===== src/rtl/vga_timing_pkg.sv =====
// Shared 640x480 VGA timing constants and character encoding for the text-box controller.
// Derived sync windows are inclusive [start, end] counter ranges.
package vga_timing_pkg;

    localparam int SYMBOLS   = 4;
    localparam int BOXES     = 2;

    localparam int H_VISIBLE = 640;
    localparam int H_FRONT   = 16;
    localparam int H_SYNC    = 96;
    localparam int H_BACK    = 48;
    localparam int V_VISIBLE = 480;
    localparam int V_FRONT   = 10;
    localparam int V_SYNC    = 2;
    localparam int V_BACK    = 33;

    localparam int H_TOTAL   = H_VISIBLE + H_FRONT + H_SYNC + H_BACK;
    localparam int V_TOTAL   = V_VISIBLE + V_FRONT + V_SYNC + V_BACK;
    localparam int HS_START  = H_VISIBLE + H_FRONT;
    localparam int HS_END    = HS_START + H_SYNC - 1;
    localparam int VS_START  = V_VISIBLE + V_FRONT;
    localparam int VS_END    = VS_START + V_SYNC - 1;

    localparam int               CHAR_W     = 7;
    localparam logic [CHAR_W-1:0] CHAR_BLANK = 7'd0;

endpackage


===== src/rtl/vga_timing.sv =====
// Raster counters and registered VGA outputs; commit_strobe marks the cycle whose
// counter state is (h=0, v=V_VISIBLE), i.e. the first cycle of vertical blanking.
module vga_timing
    import vga_timing_pkg::*;
#(
    parameter int H_VISIBLE = vga_timing_pkg::H_VISIBLE,
    parameter int H_FRONT   = vga_timing_pkg::H_FRONT,
    parameter int H_SYNC    = vga_timing_pkg::H_SYNC,
    parameter int H_BACK    = vga_timing_pkg::H_BACK,
    parameter int V_VISIBLE = vga_timing_pkg::V_VISIBLE,
    parameter int V_FRONT   = vga_timing_pkg::V_FRONT,
    parameter int V_SYNC    = vga_timing_pkg::V_SYNC,
    parameter int V_BACK    = vga_timing_pkg::V_BACK
) (
    input  logic       clk,
    input  logic       reset_n,
    output logic       hsync,
    output logic       vsync,
    output logic       visible,
    output logic [8:0] cur_row,
    output logic [9:0] cur_col,
    output logic       frame_start,
    output logic       commit_strobe
);

    localparam logic [9:0] H_LAST   = 10'(H_VISIBLE + H_FRONT + H_SYNC + H_BACK - 1);
    localparam logic [9:0] V_LAST   = 10'(V_VISIBLE + V_FRONT + V_SYNC + V_BACK - 1);
    localparam logic [9:0] H_VIS    = 10'(H_VISIBLE);
    localparam logic [9:0] V_VIS    = 10'(V_VISIBLE);
    localparam logic [9:0] HS_FIRST = 10'(H_VISIBLE + H_FRONT);
    localparam logic [9:0] HS_LAST  = 10'(H_VISIBLE + H_FRONT + H_SYNC - 1);
    localparam logic [9:0] VS_FIRST = 10'(V_VISIBLE + V_FRONT);
    localparam logic [9:0] VS_LAST  = 10'(V_VISIBLE + V_FRONT + V_SYNC - 1);

    logic [9:0] hCnt;
    logic [9:0] vCnt;
    logic       hWrap;
    logic       vWrap;
    logic       inVisible;

    assign hWrap         = (hCnt == H_LAST);
    assign vWrap         = (vCnt == V_LAST);
    assign inVisible     = (hCnt < H_VIS) && (vCnt < V_VIS);
    assign commit_strobe = (hCnt == 10'd0) && (vCnt == V_VIS);

    // NOTE: sequential state uses non-blocking assignments so every flop samples pre-edge values.
    always_ff @(posedge clk or negedge reset_n) begin
        if (!reset_n) begin
            hCnt <= '0;
            vCnt <= '0;
        end else if (hWrap) begin
            hCnt <= '0;
            vCnt <= vWrap ? '0 : vCnt + 10'd1;
        end else begin
            hCnt <= hCnt + 10'd1;
        end
    end

    // Outputs describe the counter state of the previous cycle.
    always_ff @(posedge clk or negedge reset_n) begin
        if (!reset_n) begin
            hsync       <= 1'b1;
            vsync       <= 1'b1;
            visible     <= 1'b0;
            cur_row     <= '0;
            cur_col     <= '0;
            frame_start <= 1'b0;
        end else begin
            hsync       <= !((hCnt >= HS_FIRST) && (hCnt <= HS_LAST));
            vsync       <= !((vCnt >= VS_FIRST) && (vCnt <= VS_LAST));
            visible     <= inVisible;
            cur_row     <= inVisible ? vCnt[8:0] : 9'd0;
            cur_col     <= inVisible ? hCnt : 10'd0;
            frame_start <= (hCnt == 10'd0) && (vCnt == 10'd0);
        end
    end

endmodule


===== src/rtl/vga_box_ctrl.sv =====
// Text-box sequencer: VGA timing plus shadow/active character buffers committed at vblank start.
// Optional VGA_BOX_FREEZE_EN adds a freeze input that postpones commits while high.
module vga_box_ctrl
    import vga_timing_pkg::*;
#(
    parameter int  SYMBOLS   = vga_timing_pkg::SYMBOLS,
    parameter int  BOXES     = vga_timing_pkg::BOXES,
    parameter int  H_VISIBLE = vga_timing_pkg::H_VISIBLE,
    parameter int  H_FRONT   = vga_timing_pkg::H_FRONT,
    parameter int  H_SYNC    = vga_timing_pkg::H_SYNC,
    parameter int  H_BACK    = vga_timing_pkg::H_BACK,
    parameter int  V_VISIBLE = vga_timing_pkg::V_VISIBLE,
    parameter int  V_FRONT   = vga_timing_pkg::V_FRONT,
    parameter int  V_SYNC    = vga_timing_pkg::V_SYNC,
    parameter int  V_BACK    = vga_timing_pkg::V_BACK,
    localparam int BOX_W     = (BOXES > 1) ? $clog2(BOXES) : 1,
    localparam int IDX_W     = (SYMBOLS > 1) ? $clog2(SYMBOLS) : 1
) (
    input  logic                              clk,
    input  logic                              reset_n,
    input  logic                              wr_valid,
    output logic                              wr_ready,
    input  logic [BOX_W-1:0]                  wr_box,
    input  logic [IDX_W-1:0]                  wr_idx,
    input  logic [CHAR_W-1:0]                 wr_char,
    output logic                              hsync,
    output logic                              vsync,
    output logic                              visible,
    output logic [8:0]                        cur_row,
    output logic [9:0]                        cur_col,
    output logic                              frame_start,
    output logic [BOXES*SYMBOLS*CHAR_W-1:0]   box_chars,
`ifdef VGA_BOX_FREEZE_EN
    input  logic                              freeze,
`endif
    output logic                              commit_pending
);

    logic              commitStrobe;
    logic              freezeIn;
    logic              readyQ;
    logic              dirty;
    logic              wrFire;
    logic              wrInRange;
    logic [CHAR_W-1:0] shadowBuf [BOXES][SYMBOLS];
    logic [CHAR_W-1:0] activeBuf [BOXES][SYMBOLS];

    vga_timing #(
        .H_VISIBLE (H_VISIBLE),
        .H_FRONT   (H_FRONT),
        .H_SYNC    (H_SYNC),
        .H_BACK    (H_BACK),
        .V_VISIBLE (V_VISIBLE),
        .V_FRONT   (V_FRONT),
        .V_SYNC    (V_SYNC),
        .V_BACK    (V_BACK)
    ) uTiming (
        .clk           (clk),
        .reset_n       (reset_n),
        .hsync         (hsync),
        .vsync         (vsync),
        .visible       (visible),
        .cur_row       (cur_row),
        .cur_col       (cur_col),
        .frame_start   (frame_start),
        .commit_strobe (commitStrobe)
    );

`ifdef VGA_BOX_FREEZE_EN
    assign freezeIn = freeze;
`else
    assign freezeIn = 1'b0;
`endif

    assign wr_ready       = readyQ && !commitStrobe;
    assign wrFire         = wr_valid && wr_ready;
    assign wrInRange      = (32'(wr_box) < 32'(BOXES)) && (32'(wr_idx) < 32'(SYMBOLS));
    assign commit_pending = dirty;

    always_ff @(posedge clk or negedge reset_n) begin
        if (!reset_n) begin
            readyQ <= 1'b0;
            dirty  <= 1'b0;
            // NOTE: these buffers are a handful of flops, so they take the async reset and a reset blanks every box.
            for (int b = 0; b < BOXES; b++) begin
                for (int s = 0; s < SYMBOLS; s++) begin
                    shadowBuf[b][s] <= CHAR_BLANK;
                    activeBuf[b][s] <= CHAR_BLANK;
                end
            end
        end else begin
            readyQ <= 1'b1;
            if (wrFire) begin
                for (int b = 0; b < BOXES; b++) begin
                    for (int s = 0; s < SYMBOLS; s++) begin
                        if (wr_box == BOX_W'(b) && wr_idx == IDX_W'(s)) begin
                            shadowBuf[b][s] <= wr_char;
                        end
                    end
                end
                if (wrInRange) begin
                    dirty <= 1'b1;
                end
            end
            // wr_ready is low in the commit cycle, so a write never races the commit.
            if (commitStrobe && dirty && !freezeIn) begin
                activeBuf <= shadowBuf;
                dirty     <= 1'b0;
            end
        end
    end

    for (genvar b = 0; b < BOXES; b++) begin : gBox
        for (genvar s = 0; s < SYMBOLS; s++) begin : gSym
            assign box_chars[(b*SYMBOLS + s)*CHAR_W +: CHAR_W] = activeBuf[b][s];
        end
    end

endmodule

===== config.mk =====
export PLATFORM = sky130hd
export DESIGN_NAME = vga_box_ctrl
export DESIGN_NICKNAME = d
export VERILOG_FILES = /design/src/rtl/vga_timing_pkg.sv /design/src/rtl/vga_timing.sv /design/src/rtl/vga_box_ctrl.sv
export SDC_FILE = /design/constraint.sdc
export NUM_CORES = 1
export LEC_CHECK = 0
export CAP_MARGIN = 20
export CELL_PAD_IN_SITES_DETAIL_PLACEMENT = 1
export CELL_PAD_IN_SITES_GLOBAL_PLACEMENT = 1
export CORE_ASPECT_RATIO = 1.5
export CORE_MARGIN = 10
export CORE_UTILIZATION = 45
export DETAILED_ROUTE_END_ITERATION = 8
export PLACE_DENSITY_LB_ADDON = 0.12
export SLEW_MARGIN = 5
export SYNTH_ARGS = -nofsm -noshare
export SYNTH_HDL_FRONTEND = slang
export SYNTH_SLANG_ARGS = --single-unit

===== constraint.sdc =====
create_clock -name clk -period 3.9 [get_ports clk]
set_input_delay 0.78 -clock clk [delete_from_list [all_inputs] [get_ports clk]]
set_output_delay 0.78 -clock clk [all_outputs]
set_load 0.02 [all_outputs]

==> flow_metrics.py <==
metrics = {
    "logic_synthesis": {
        "synth_edf_count": 0,
        "synth_cells": 415,
        "synth_nets": 432,
        "seq_area_frac_synth_pct": 63.7,
        "postSynthAreaPerCell_um2": 14.9,
        "synth_warnings": 0,
        "yosysMostFrequentCell": "dfrtp_1",
        "yosys-top-cells-area": "dfrtp_1 (63%), mux2_2 (20%), and2_1 (1.5%)",
        "ys_ff_latch": 157,
        "synthesis.area_mm2": 0.00617,
        "synth_top_cell_by_area": "dfrtp_1",
        "synthTopCellsByCount": "dfrtp_1 (155), mux2_2 (112), and2_1 (15)",
        "synthArstFlopShare_pct": 100,
        "ys_types": 41,
        "synth-main-ff-cell": "dfrtp_1",
        "synth_top_area_share_pct": 62.9,
    },
    "global_routing": {
        "grt_start_max_net_pins": 88,
        "grt_util_all_layers_pct": 16.5,
        "antenna_found_initial": 0,
        "grt_pass1_vias": 4211,
        "grt_pass1_wl_mm": 23.7,
        "grt-ovfl-total": 0,
    },
    "place": {
        "place_hpwl_mm": 10.1,
        "dp_cells": 655,
        "globalplace.congestion": 0.845,
        "dpl-instance-area_mm2": 0.00723,
        "io_buffers": 93,
    },
    "clock_network": {
        "root_buffer": "clkbuf_16",
        "clkLatencyLatePin_ns": 0.42,
        "cts_buffers": 17,
        "postCtsResizedCells": 0,
        "clkTransAtPathRegs_ns": 0.07,
        "hold_buffers": 0,
        "clock_sinks": 157,
        "cts_buffer_depth": 2,
        "cts_tree": "built",
        "post_cts_buffers": 0,
        "h-tree-depth": 4,
    },
    "detailed_routing": {
        "vias": 3709,
        "drtIter0Drc": 134,
        "wl_per_cell_um": 21.6,
        "remaining_drc_errors": 0,
        "ant_nets": 0,
        "dr.pass1.iters": 4,
        "routed_wl_mm": 14.8,
        "viasPerCell": 5.40,
    },
    "setup_path": {
        "crit_fanout": 12,
        "ff2ff_setup_slack_ns": 0.87,
        "crit_required_ns": 3.12,
        "crit_slowest_cell": "clkdlybuf4s50_1",
        "r2r-end": "box_chars[19]",
        "critical_path_arrival_ns": 2.76,
        "cp-start-kind": "flip-flop",
        "critPathCaptureType": "primary output",
        "slowest_delay_ns": 0.57,
        "rr_worst_depth": 7,
        "crit_type": "reg -> out",
        "path_cells": "inv_1, ha_1, nor4b_1, and4_4, a21boi_0, clkdlybuf4s50_1",
        "r2r-start": "uTiming.vCnt[0]",
    },
    "finish": {
        "finalInstanceArea_mm2": 0.00785,
        "drive_gt1_share_pct": 30.3,
        "syn2layout_area_growth_pct": 27.2,
        "n_antenna_cell": 0,
        "final_cells": 687,
        "fin_nets": 529,
    },
    "timing": {
        "setup_viol": 0,
        "finalCritPeriodShare_pct": 90.9,
        "finalHoldViolCount": 0,
        "timing.hold.ws_ns": 0.412,
        "clock_skew_ns": 0.00981,
        "rsz0062_at_grt": "no",
        "setup_tns_ns": 0,
        "finalCriticalPeriod_ns": 3.54,
        "worstMarginPinSlew_ns": 0.817,
        "slew_violations": 0,
        "slew_headroom_pct": 45.5,
        "max_freq_ghz": 0.282,
    },
    "floorplan": {
        "ios": 94,
        "fp-row-count": 52,
        "initial_utilization_pct": 45.8,
        "core_mm2": 0.0135,
        "die_w_um": 116,
        "die_y_um": 163,
        "dieArea_mm2": 0.0189,
    },
    "power": {
        "p_leak_nw": 3.53,
        "total_power_mw": 3.76,
        "ir_drop_mv": 0.263,
        "powerDensity_mw_per_mm2": 480,
    },
    "job": {
        "maxCapViolations": 0,
    },
    "outcome": {
        "status": "completed",
    },
    "min_path": {
        "hold_class": "in -> async",
    },
}
[per-stage QoR]
| stage | utilization, % | setup WS, ns |
|---|---|---|
| CTS | 58.3 | 0.413 |
| finish | 58.3 | 0.356 |
| floorplan | - | 1.54 |
| detailed placement | 53.7 | 0.888 |
| global route | 58.3 | 0.316 |
| global placement | 53.7 | 0.927 |
[area by class of cell]
cell class / instances / area [um2]
timing repair buffer: 97 / 975
tap: 162 / 203
multi-input combinational: 231 / 2090
clock buffer: 20 / 457
inverter: 8 / 30.0
fill: 1283 / 5620
sequential: 157 / 3930
clock inverter: 12 / 163
[layout by cell type, fill, tap and decap left out, types with 5 or more instances in the layout]
master | Yosys | layout
nand4_1 | 7 | 7
a21oi_1 | 6 | 6
and2_1 | 15 | 15
xnor2_1 | 5 | 5
clkbuf_16 | 0 | 17
inv_1 | 8 | 8
clkinvlp_4 | 0 | 5
xor2_1 | 5 | 5
nor3_1 | 9 | 8
dfrtp_1 | 155 | 155
o21ai_0 | 9 | 9
clkdlybuf4s50_1 | 0 | 92
mux2_2 | 112 | 112
and3_1 | 6 | 5
nand2_1 | 7 | 7
nor2_1 | 7 | 7
nand3_1 | 12 | 12
[cells by family after synthesis]
family          Yosys count  share of synthesized area [%]
flops                   157                           63.7
mux                     112                           20.5
simple gates             78                           7.49
buf+inv                  27                           2.48
compound gates           26                           3.55
xor+xnor                 10                           1.42
fa+ha+maj                 4                          0.812
other cells               1                         0.0608
[registers in the layout, summed over array words and instances, names as in the netlist]
signal / cells
uTiming.hsync: 1
uTiming.vCnt: 10
uTiming.frame_start: 1
box_chars: 56
uTiming.vsync: 1
readyQ: 1
commit_pending: 1
uTiming.cur_row: 9
shadowBuf: 56
uTiming.cur_col: 10
uTiming.visible: 1
uTiming.hCnt: 10
[routing by layer]
layer | vias to the layer above | GRT usage [%] | part of all wire [%]
li1 | 1673 | - | -
met1 | 1924 | 17.2 | 38
met2 | 93 | 29.6 | 54
met3 | 19 | 5.40 | 5.9
met4 | 0 | 6.71 | 2.2
met5 | - | 0 | 0
[worst max-delay path: cells and delay by family (launching register included)]
| kind | cells | cell delay (ns) |
|---|---|---|
| buf+inv | 2 | 0.70 |
| fa+ha+maj | 1 | 0.21 |
| flops | 1 | 0.41 |
| simple gates | 2 | 0.90 |
| compound gates | 1 | 0.13 |
[worst max path at each step]
stage / to / depth (start not counted) / startpoint / slack, ns
after floorplan: wr_ready / 6 / uTiming.vCnt[0] / 1.54
after global placement: wr_ready / 6 / uTiming.vCnt[0] / 0.93
after detailed placement: wr_ready / 6 / uTiming.vCnt[0] / 0.89
after CTS: wr_ready / 6 / uTiming.vCnt[0] / 0.41
after global routing: wr_ready / 6 / uTiming.vCnt[0] / 0.32
final: wr_ready / 6 / uTiming.vCnt[0] / 0.36
[power breakdown]
part           total, mW  leakage [nW]  internal (mW)  switching (mW)
registers           1.84          2.05           1.76          0.0720
logic              0.209          1.19          0.117          0.0916
clock network       1.72         0.285           1.05           0.672
Note: power is estimated with default switching activity, not from simulation.
